[src/rtl/inst_load_pkg.sv]
// rtl/inst_load_pkg.sv - shared types and widths for the instruction load responder
package inst_load_pkg;

    localparam int WORD_CNT_W = 16;
    localparam int DROP_CNT_W = 8;

    typedef struct packed {
        logic [29:0] addr;
        logic [31:0] data;
        logic [3:0]  be;
    } inst_wr_req_t;

    typedef enum logic {IDLE, ISSUE} issue_state_t;
    typedef enum logic {HOLD, RUN} hold_state_t;

endpackage

[src/rtl/inst_load_fifo.sv]
// rtl/inst_load_fifo.sv - request FIFO exposing its head and the entry behind it
module inst_load_fifo
    import inst_load_pkg::*;
#(
    parameter int  DEPTH = 4,
    localparam int PTR_W = $clog2(DEPTH) + 1
) (
    input  logic             clk_i,
    input  logic             rst_i,
    input  logic             push,
    input  logic             pop,
    input  inst_wr_req_t     wdata,
    output inst_wr_req_t     head,
    output inst_wr_req_t     next,
    output logic             full,
    output logic             empty,
    output logic [PTR_W-1:0] count
);

    localparam int IDX_W = PTR_W - 1;

    inst_wr_req_t     mem [DEPTH];
    logic [PTR_W-1:0] wr_ptr;
    logic [PTR_W-1:0] rd_ptr;
    logic [IDX_W-1:0] rd_idx_next;

    assign count       = wr_ptr - rd_ptr;
    assign empty       = (count == '0);
    assign full        = (count == PTR_W'(DEPTH));
    assign rd_idx_next = rd_ptr[IDX_W-1:0] + IDX_W'(1);
    // The issuer needs the second entry to sustain one beat per cycle
    assign head        = mem[rd_ptr[IDX_W-1:0]];
    assign next        = mem[rd_idx_next];

    always_ff @(posedge clk_i) begin
        if (push) begin
            mem[wr_ptr[IDX_W-1:0]] <= wdata;
        end
    end

    always_ff @(posedge clk_i or negedge rst_i) begin
        if (!rst_i) begin
            wr_ptr <= '0;
            rd_ptr <= '0;
        end else begin
            if (push) begin
                wr_ptr <= wr_ptr + PTR_W'(1);
            end
            if (pop) begin
                rd_ptr <= rd_ptr + PTR_W'(1);
            end
        end
    end

endmodule

[src/rtl/inst_load_resp.sv]
// rtl/inst_load_resp.sv - buffers bench instruction writes and issues them to the TCM port
module inst_load_resp
    import inst_load_pkg::*;
#(
    parameter int          FIFO_DEPTH = 4,
    parameter logic [31:0] ADDR_MIN   = 32'h0000_0000,
    parameter logic [31:0] ADDR_MAX   = 32'h0000_FFFF
) (
    input  logic                  clk_i,
    input  logic                  rst_i,
    input  logic [3:0]            tb_inst_we_i,
    input  logic [31:0]           tb_inst_addr_i,
    input  logic [31:0]           tb_inst_data_i,
    input  logic                  rst_cpu_i,
    output logic                  mem_wr_o,
    output logic [31:0]           mem_addr_o,
    output logic [31:0]           mem_data_o,
    output logic [3:0]            mem_be_o,
    input  logic                  mem_accept_i,
    output logic                  cpu_rst_o,
    output logic                  load_busy_o,
    output logic [WORD_CNT_W-1:0] word_cnt_o,
    output logic [31:0]           checksum_o,
    output logic [DROP_CNT_W-1:0] drop_cnt_o,
    output logic                  overflow_o
);

    localparam int PTR_W = $clog2(FIFO_DEPTH) + 1;

    logic             wr_req;
    logic             in_range;
    logic             push;
    logic             pop;
    logic             fifo_full;
    logic             fifo_empty;
    logic [31:0]      word_addr;
    logic [PTR_W-1:0] fifo_count;
    inst_wr_req_t     req;
    inst_wr_req_t     head;
    inst_wr_req_t     next_req;
    issue_state_t     issue_state;
    hold_state_t      hold_state;

    assign wr_req    = |tb_inst_we_i;
    assign word_addr = tb_inst_addr_i & 32'hFFFF_FFFC;
    // Offset compare: below ADDR_MIN wraps to a large value, so one test covers both bounds
    assign in_range  = (word_addr - ADDR_MIN) <= (ADDR_MAX - ADDR_MIN);
    assign pop       = (issue_state == ISSUE) && mem_accept_i;
    assign push      = wr_req && in_range && (!fifo_full || pop);
    assign req       = '{addr: tb_inst_addr_i[31:2], data: tb_inst_data_i, be: tb_inst_we_i};
    assign load_busy_o = !fifo_empty;

    inst_load_fifo #(.DEPTH(FIFO_DEPTH)) u_fifo (
        .clk_i (clk_i),
        .rst_i (rst_i),
        .push  (push),
        .pop   (pop),
        .wdata (req),
        .head  (head),
        .next  (next_req),
        .full  (fifo_full),
        .empty (fifo_empty),
        .count (fifo_count)
    );

    // The presented beat stays in the FIFO until accepted
    always_ff @(posedge clk_i or negedge rst_i) begin
        if (!rst_i) begin
            issue_state <= IDLE;
            mem_wr_o    <= 1'b0;
            mem_addr_o  <= '0;
            mem_data_o  <= '0;
            mem_be_o    <= '0;
        end else begin
            case (issue_state)
                IDLE: begin
                    if (!fifo_empty) begin
                        issue_state <= ISSUE;
                        mem_wr_o    <= 1'b1;
                        mem_addr_o  <= {head.addr, 2'b00};
                        mem_data_o  <= head.data;
                        mem_be_o    <= head.be;
                    end
                end
                ISSUE: begin
                    if (mem_accept_i) begin
                        if (fifo_count > PTR_W'(1)) begin
                            mem_addr_o <= {next_req.addr, 2'b00};
                            mem_data_o <= next_req.data;
                            mem_be_o   <= next_req.be;
                        end else begin
                            issue_state <= IDLE;
                            mem_wr_o    <= 1'b0;
                        end
                    end
                end
            endcase
        end
    end

    always_ff @(posedge clk_i or negedge rst_i) begin
        if (!rst_i) begin
            hold_state <= HOLD;
            cpu_rst_o  <= 1'b1;
        end else if (rst_cpu_i) begin
            hold_state <= HOLD;
            cpu_rst_o  <= 1'b1;
        end else if (hold_state == HOLD && !load_busy_o && !mem_wr_o) begin
            hold_state <= RUN;
            cpu_rst_o  <= 1'b0;
        end
    end

    always_ff @(posedge clk_i or negedge rst_i) begin
        if (!rst_i) begin
            word_cnt_o <= '0;
            checksum_o <= '0;
            drop_cnt_o <= '0;
            overflow_o <= 1'b0;
        end else begin
            if (push) begin
                word_cnt_o <= word_cnt_o + WORD_CNT_W'(1);
                checksum_o <= checksum_o ^ tb_inst_data_i;
            end
            if (wr_req && !push) begin
                if (drop_cnt_o != '1) begin
                    drop_cnt_o <= drop_cnt_o + DROP_CNT_W'(1);
                end
                if (in_range) begin
                    overflow_o <= 1'b1;
                end
            end
        end
    end

endmodule

[config.mk]
export PLATFORM = sky130hd
export DESIGN_NAME = inst_load_resp
export DESIGN_NICKNAME = d
export VERILOG_FILES = /design/src/rtl/inst_load_pkg.sv /design/src/rtl/inst_load_fifo.sv /design/src/rtl/inst_load_resp.sv
export SDC_FILE = /design/constraint.sdc
export NUM_CORES = 1
export LEC_CHECK = 0
export CAP_MARGIN = 20
export CORE_ASPECT_RATIO = 0.75
export CORE_UTILIZATION = 51
export DETAILED_ROUTE_END_ITERATION = 16
export PLACE_DENSITY = 0.77
export SYNTH_ARGS = -nofsm -noshare
export SYNTH_HDL_FRONTEND = slang
export SYNTH_SLANG_ARGS = --single-unit
export TNS_END_PERCENT = 50
[constraint.sdc]
create_clock -name clk_i -period 3.4 [get_ports clk_i]
set_input_delay 0.68 -clock clk_i [delete_from_list [all_inputs] [get_ports clk_i]]
set_output_delay 0.68 -clock clk_i [all_outputs]
set_load 0.01 [all_outputs]
# After elaboration in Yosys (flattened, before gate mapping)
# Memory sizes are Yosys's and may differ from the RTL's.
# Cells that the tools add are included.
[word_totals]
regBits = 135
out_inout_bits = 128
memories = 1
elab_cells = 75
in_bits = 72
ram_bits = 264
[classes]
muxes = 26
n_lt_le_gt_ge = 2
bitwise = 3
n_reduce_logical = 18
addsub = 6
eq_ne = 6
[mem_list]
columns = ["memory", "words", "width", "read_ports", "rd_clocked_by_memory_dff", "write_ports", "line_no", "rtl"]
rows = [
  ["u_fifo.mem", 4, 66, 2, 0, 1, "inst_load_fifo.sv:22", "inst_wr_req_t mem [DEPTH];"],
]
[ops]
columns = ["op", "n"]
rows = [
  ["$mux W32", 6],
  ["$pmux W32 S2", 2],
  ["$le A32 B16 Y1 const B", 1],
  ["$xor A32 B32 Y32", 1],
  ["$add A16 B1 Y16 const B", 1],
  ["$mux W1", 12],
  ["$mux W4", 3],
  ["$add A8 B1 Y8 const B", 1],
  ["$ne A8 B8 Y1 const B", 1],
  ["$pmux W4 S2", 1],
  ["$add A3 B1 Y3 const B", 2],
  ["$logic_and A1 B1 Y1", 6],
  ["$ne A2 B2 Y1 const B", 3],
  ["$reduce_and A3 Y1", 2],
  ["$logic_not A1 Y1", 4],
  ["$pmux W1 S2", 2],
  ["$reduce_and A2 Y1", 2],
  ["$reduce_or A4 Y1", 1],
  ["$eq A3 B3 Y1 const B", 1],
  ["$gt A3 B1 Y1 const B", 1],
  ["$logic_not A3 Y1", 1],
  ["$sub A3 B3 Y3", 1],
  ["$add A2 B1 Y2 const B", 1],
  ["$ne A2 B1 Y1 const B", 1],
  ["3 further kinds", 4],
]

# Longest topological paths before layout
[depth]
word_depth = 8
mapped_depth = 10
mapped_depth_nobuf = 8

# By module
# From an unflattened synthesis, not the netlist that was laid out.
[unflattened]
hier_cells = 987
hier_area_um2 = 17336.6
[modules_own_cells]
columns = ["module", "cells_per_inst", "area_per_inst_um2", "seq_area_each_um2", "n_inst"]
rows = [
  ["inst_load_fifo", 458, 11547.3, 8077.7, 1],
  ["inst_load_resp", 529, 5789.3, 3179.3, 1],
]

# Worst setup path before layout
# Ideal clock, no wire load.
[synth_path]
path_type = "reg-to-reg"
from = "register u_fifo.wr_ptr[0]"
to = "memory u_fifo.mem[3][0] (netlist name) (enable)"
synth_period_minus_slack_ns = 3.656
n_path_buf = 0
t_arrival_ns = 3.224
path_stages_with_launch = 8
setup_slack_ns = -0.256
t_required_ns = 2.967
path_cell_list = "dfrtp_1 inv_1 ha_1 fa_1 xnor3_1 nor3_4 nor3_1 and2_1"
[synth_via]
elab_chain_cells = 7
[synth_rtl]
columns = ["item", "line_no", "rtl"]
rows = [
  ["start, declared", "inst_load_fifo.sv:23", "logic [PTR_W-1:0] wr_ptr;"],
  ["start signal, assigned", "inst_load_fifo.sv:47", "wr_ptr <= wr_ptr + PTR_W'(1);"],
  ["$sub A3 B3 Y3", "inst_load_fifo.sv:27", "assign count = wr_ptr - rd_ptr;"],
  ["$eq A3 B3 Y1", "inst_load_fifo.sv:29", "assign full = (count == PTR_W'(DEPTH));"],
  ["$logic_not A1 Y1", "inst_load_resp.sv:49", "assign push = wr_req && in_range && (!fifo_full || pop);"],
  ["$logic_or A1 B1 Y1", "inst_load_resp.sv:49", ""],
  ["$logic_and A1 B1 Y1", "inst_load_resp.sv:49", ""],
  ["$mux W1", "inst_load_fifo.sv:36", "if (push) begin"],
  ["$mux W1 (not written as such)", "inst_load_fifo.sv:37", "mem[wr_ptr[IDX_W-1:0]] <= wdata;"],
  ["end, declared", "inst_load_fifo.sv:22", ""],
]
# Parallel ways exist; a longest one is shown, timed or not.

# Worst setup path in the final report
[layout_path]
from = "register u_fifo.rd_ptr[0]"
to = "output port load_busy_o"
[layout_via]
elab_chain_cells = 3
[layout_rtl]
columns = ["item", "line_no", "rtl"]
rows = [
  ["start, declared", "inst_load_fifo.sv:24", "logic [PTR_W-1:0] rd_ptr;"],
  ["start signal, assigned", "inst_load_fifo.sv:50", "rd_ptr <= rd_ptr + PTR_W'(1);"],
  ["$sub A3 B3 Y3", "inst_load_fifo.sv:27", ""],
  ["$logic_not A3 Y1", "inst_load_fifo.sv:28", "assign empty = (count == '0);"],
  ["$logic_not A1 Y1", "--", ""],
  ["end, declared", "inst_load_resp.sv:21", "output logic load_busy_o,"],
]
# No other way between the ends.

==> qor.txt <==
run status = finished, final reports clean
type of origin of the critical path = flip-flop
count of unique library cells instantiated by Yosys = 45
Num CTS Buffers = 41
transition at the pin with the smallest max-transition slack = 1.05 ns
worst slew margin relative to its limit = 30.3%
placer's final routability congestion estimate = 0.752
worst-path fanout max = 3
number of enable flip-flop cells after synthesis = 264
clock share of power = 26.0%
Post-DP Area = 19,700 um^2
synthesized cell area = 17,000 um^2
switching part of the total power = 29.7%
proportion of synthesized flip-flops having asynchronous set or reset = 33.5%
height of the die = 160 um
area growth from synthesis to layout = 23.4%
sum of overflow across all layers after global routing = 0
synthesized area divided by synthesized cell count = 17.5 um^2
Tmin final = 3.24 ns
Layout fillers = 2,284
Max Cap Viol = 0
Die Footprint = 34,100 um^2
input/output buffers = 195
Hold Violations, Final = 0
setup repair after global routing missed its margin = no
Max Clk Rate = 309 MHz
Die X = 213 um
CP arrival = 2.56 ns
ranking of synthesized cells by area = edfxtp_1 47%, dfrtp_1 19%, mux4_2 17%
CTS Hold Buffers Added = 0
via count of the first global-routing pass = 9,834
internal power = 11.6 mW
effective utilization at floorplan = 52.2%
Reg power frac = 36.3%
depth of the CTS H-tree = 2
Setup Crit Path Kind = reg2out
setup TNS = 0 ns
via total after detailed routing = 9,451
final antenna-violating net count = 0
clock buffer depth = 3
Psw = 4.92 mW
number of setup violations in the final report = 0
final design instance area without fill = 21,000 um^2
Worst Setup Slack, final = 0.161 ns
row cnt = 57
antenna violations before repair = 2
TritonCTS clock tree = built
sequential area share after synthesis = 66.2%
fin crit share = 95.3%
endpoint type of the worst setup path = output port
kind of path behind the tightest hold check = in2async
drt drc = 0
end-of-flow core utilization = 64.4%
standby leakage power = 7.34 nW
CTS Root Cell = clkbuf_16
footprint of the multi-input gates = 5510 um^2
number of optimization iterations in the first detailed-route pass = 5
Cell Pwr Density = 789 nW/um^2
share of layout cells above drive strength 1 = 19.4%
Max VDD drop = 0.874 mV
most common flop cell mapped by yosys = edfxtp_1
leading area contributor after synthesis = edfxtp_1
commonest cells after routing, fill and taps aside = 264 x edfxtp_1, 193 x clkdlybuf4s50_1, 132 x mux4_2
clock slew at reported path FFs = 0.06 ns
maximum number of pins on one net before global-route repair = 134
total number of nets in the final design = 1,260
power after layout = 16.5 mW
Total Routing Usage GR = 21.9%
footprint of the flip-flops and latches = 11,300 um^2
worst skew pair latency = 0.53 ns
CP Data Required Time = 2.72 ns
wire length of the first global-routing pass = 56.3 mm
pins over their slew limit = 0
total half-perimeter wirelength after legalization and detailed placement = 22.1 mm
fraction of post-synthesis cell area in the top cell type by area = 46.6%
most common cell after layout, fill and taps aside = edfxtp_1
CTS sink count = 397
number of ports placed on the die boundary = 200
number of instances in the synthesized netlist = 974
initial detailed-routing violation count = 614
Seq cells post-synth = 397
wire length per cell after detailed routing = 21.6 um
number of warnings printed during yosys synthesis = 0
skew final = 0.00980 ns
share of total power in combinational logic = 37.7%
wire length reported by the detailed router = 35.7 mm
Core ar. = 32,600 um^2
worst setup timing slack at the placement stage = 0.208 ns
ratio of routed vias to standard cells = 5.72
kinds of logic after synthesis:
logic type                 count (synthesis)  synth area share, %
DFF                                      397                 66.2
muxes                                    200                 21.5
and+or+nand+nor                          169                 4.52
AOI/OAI and AO/OA                         75                 2.28
buffers and inverters                     64                 1.63
xor gates and xnor gates                  59                 3.12
adders and majority gates                  9                0.707
other                                      1               0.0221
per-stage QoR:
step / std cells / hold WS, ns
3_3_place_gp: 1578 / 0.457
6_report: 1652 / 0.159
3_5_place_dp: 1578 / 0.462
2_1_floorplan: 975 / 0.384
4_1_cts: 1651 / 0.183
5_1_grt: 1652 / 0.188
power by group through the flow:
stage | logic [mW] | registers (mW) | clock network, mW
after floorplan | 4.07 | 6.24 | 0
after global placement | 6.24 | 6.09 | 0
after detailed placement | 6.37 | 6.11 | 0
after CTS | 6.39 | 6.02 | 4.41
after global routing | 6.81 | 6.08 | 4.59
final | 6.24 | 6.01 | 4.30
cell type report:
| class | instances | share of cell area (%) |
|---|---|---|
| repair buffers | 221 | 11.2 |
| diodes | 1 | 0.0119 |
| inverters | 4 | 0.0835 |
| clock buffers | 59 | 5.55 |
| well taps | 442 | 2.64 |
| flip-flops and latches | 397 | 53.7 |
| clock inverters | 14 | 0.578 |
| multi-input cells | 514 | 26.3 |
worst max-delay path: stages, from the launching register on:
cell	delay, ns
dfrtp_4	0.51
ha_1	0.22
fa_1	0.37
xnor3_1	0.30
and2_1	0.19
nand2_1	0.13
dlygate4sd2_1	0.31
timing repair:
action | in CTS | in global routing
setup buffers | 0 | 0
setup endpoints to repair | 1 | 0
gates resized for setup | 1 | 0
final timing paths:
path	from	end	slack, ns	cells past startpoint
worst max-delay path	u_fifo.rd_ptr[0]	load_busy_o	0.16	6
worst min-delay path	rst_i	mem_be_o[1]	0.16	1
worst max register to register	u_fifo.rd_ptr[0]	drop_cnt_o[1]	0.69	7
worst min register to register	checksum_o[18]	checksum_o[18]	0.47	1
max in group asynchronous	rst_i	checksum_o[14]	2.48	2
min in group clk_i	checksum_o[18]	checksum_o[18]	0.47	1
synth_stat cells (4+ instances only):
library cell  count
nand2_1         115
ha_1              8
nor4_1            8
mux4_2          132
and2_1            7
mux2i_1          66
nand4_1           4
buf_1             7
nand3_1          12
buf_2            18
nor3_1            5
dfrtp_1         132
clkbuf_1         32
xnor2_1          45
o21ai_0          68
edfxtp_1        264
xor2_1           13
sequential cells by signal, summed over array words and instances (netlist names):
name,count
hold_state,1
mem_addr_o,30
u_fifo.mem,264
issue_state,1
drop_cnt_o,8
mem_wr_o,1
word_cnt_o,16
u_fifo.wr_ptr,3
mem_data_o,32
mem_be_o,4
checksum_o,32
overflow_o,1
u_fifo.rd_ptr,3
cpu_rst_o,1
metal layers:
layer | routed length, um | vias up | GRT usage (%)
li1 | - | 4202 | -
met1 | 15600 | 4884 | 31.7
met3 | 2210 | 46 | 4.13
met4 | 625 | 2 | 5.20
met2 | 17200 | 317 | 34.5
met5 | 14 | - | 0
Note: power is estimated with default switching activity, not from simulation.
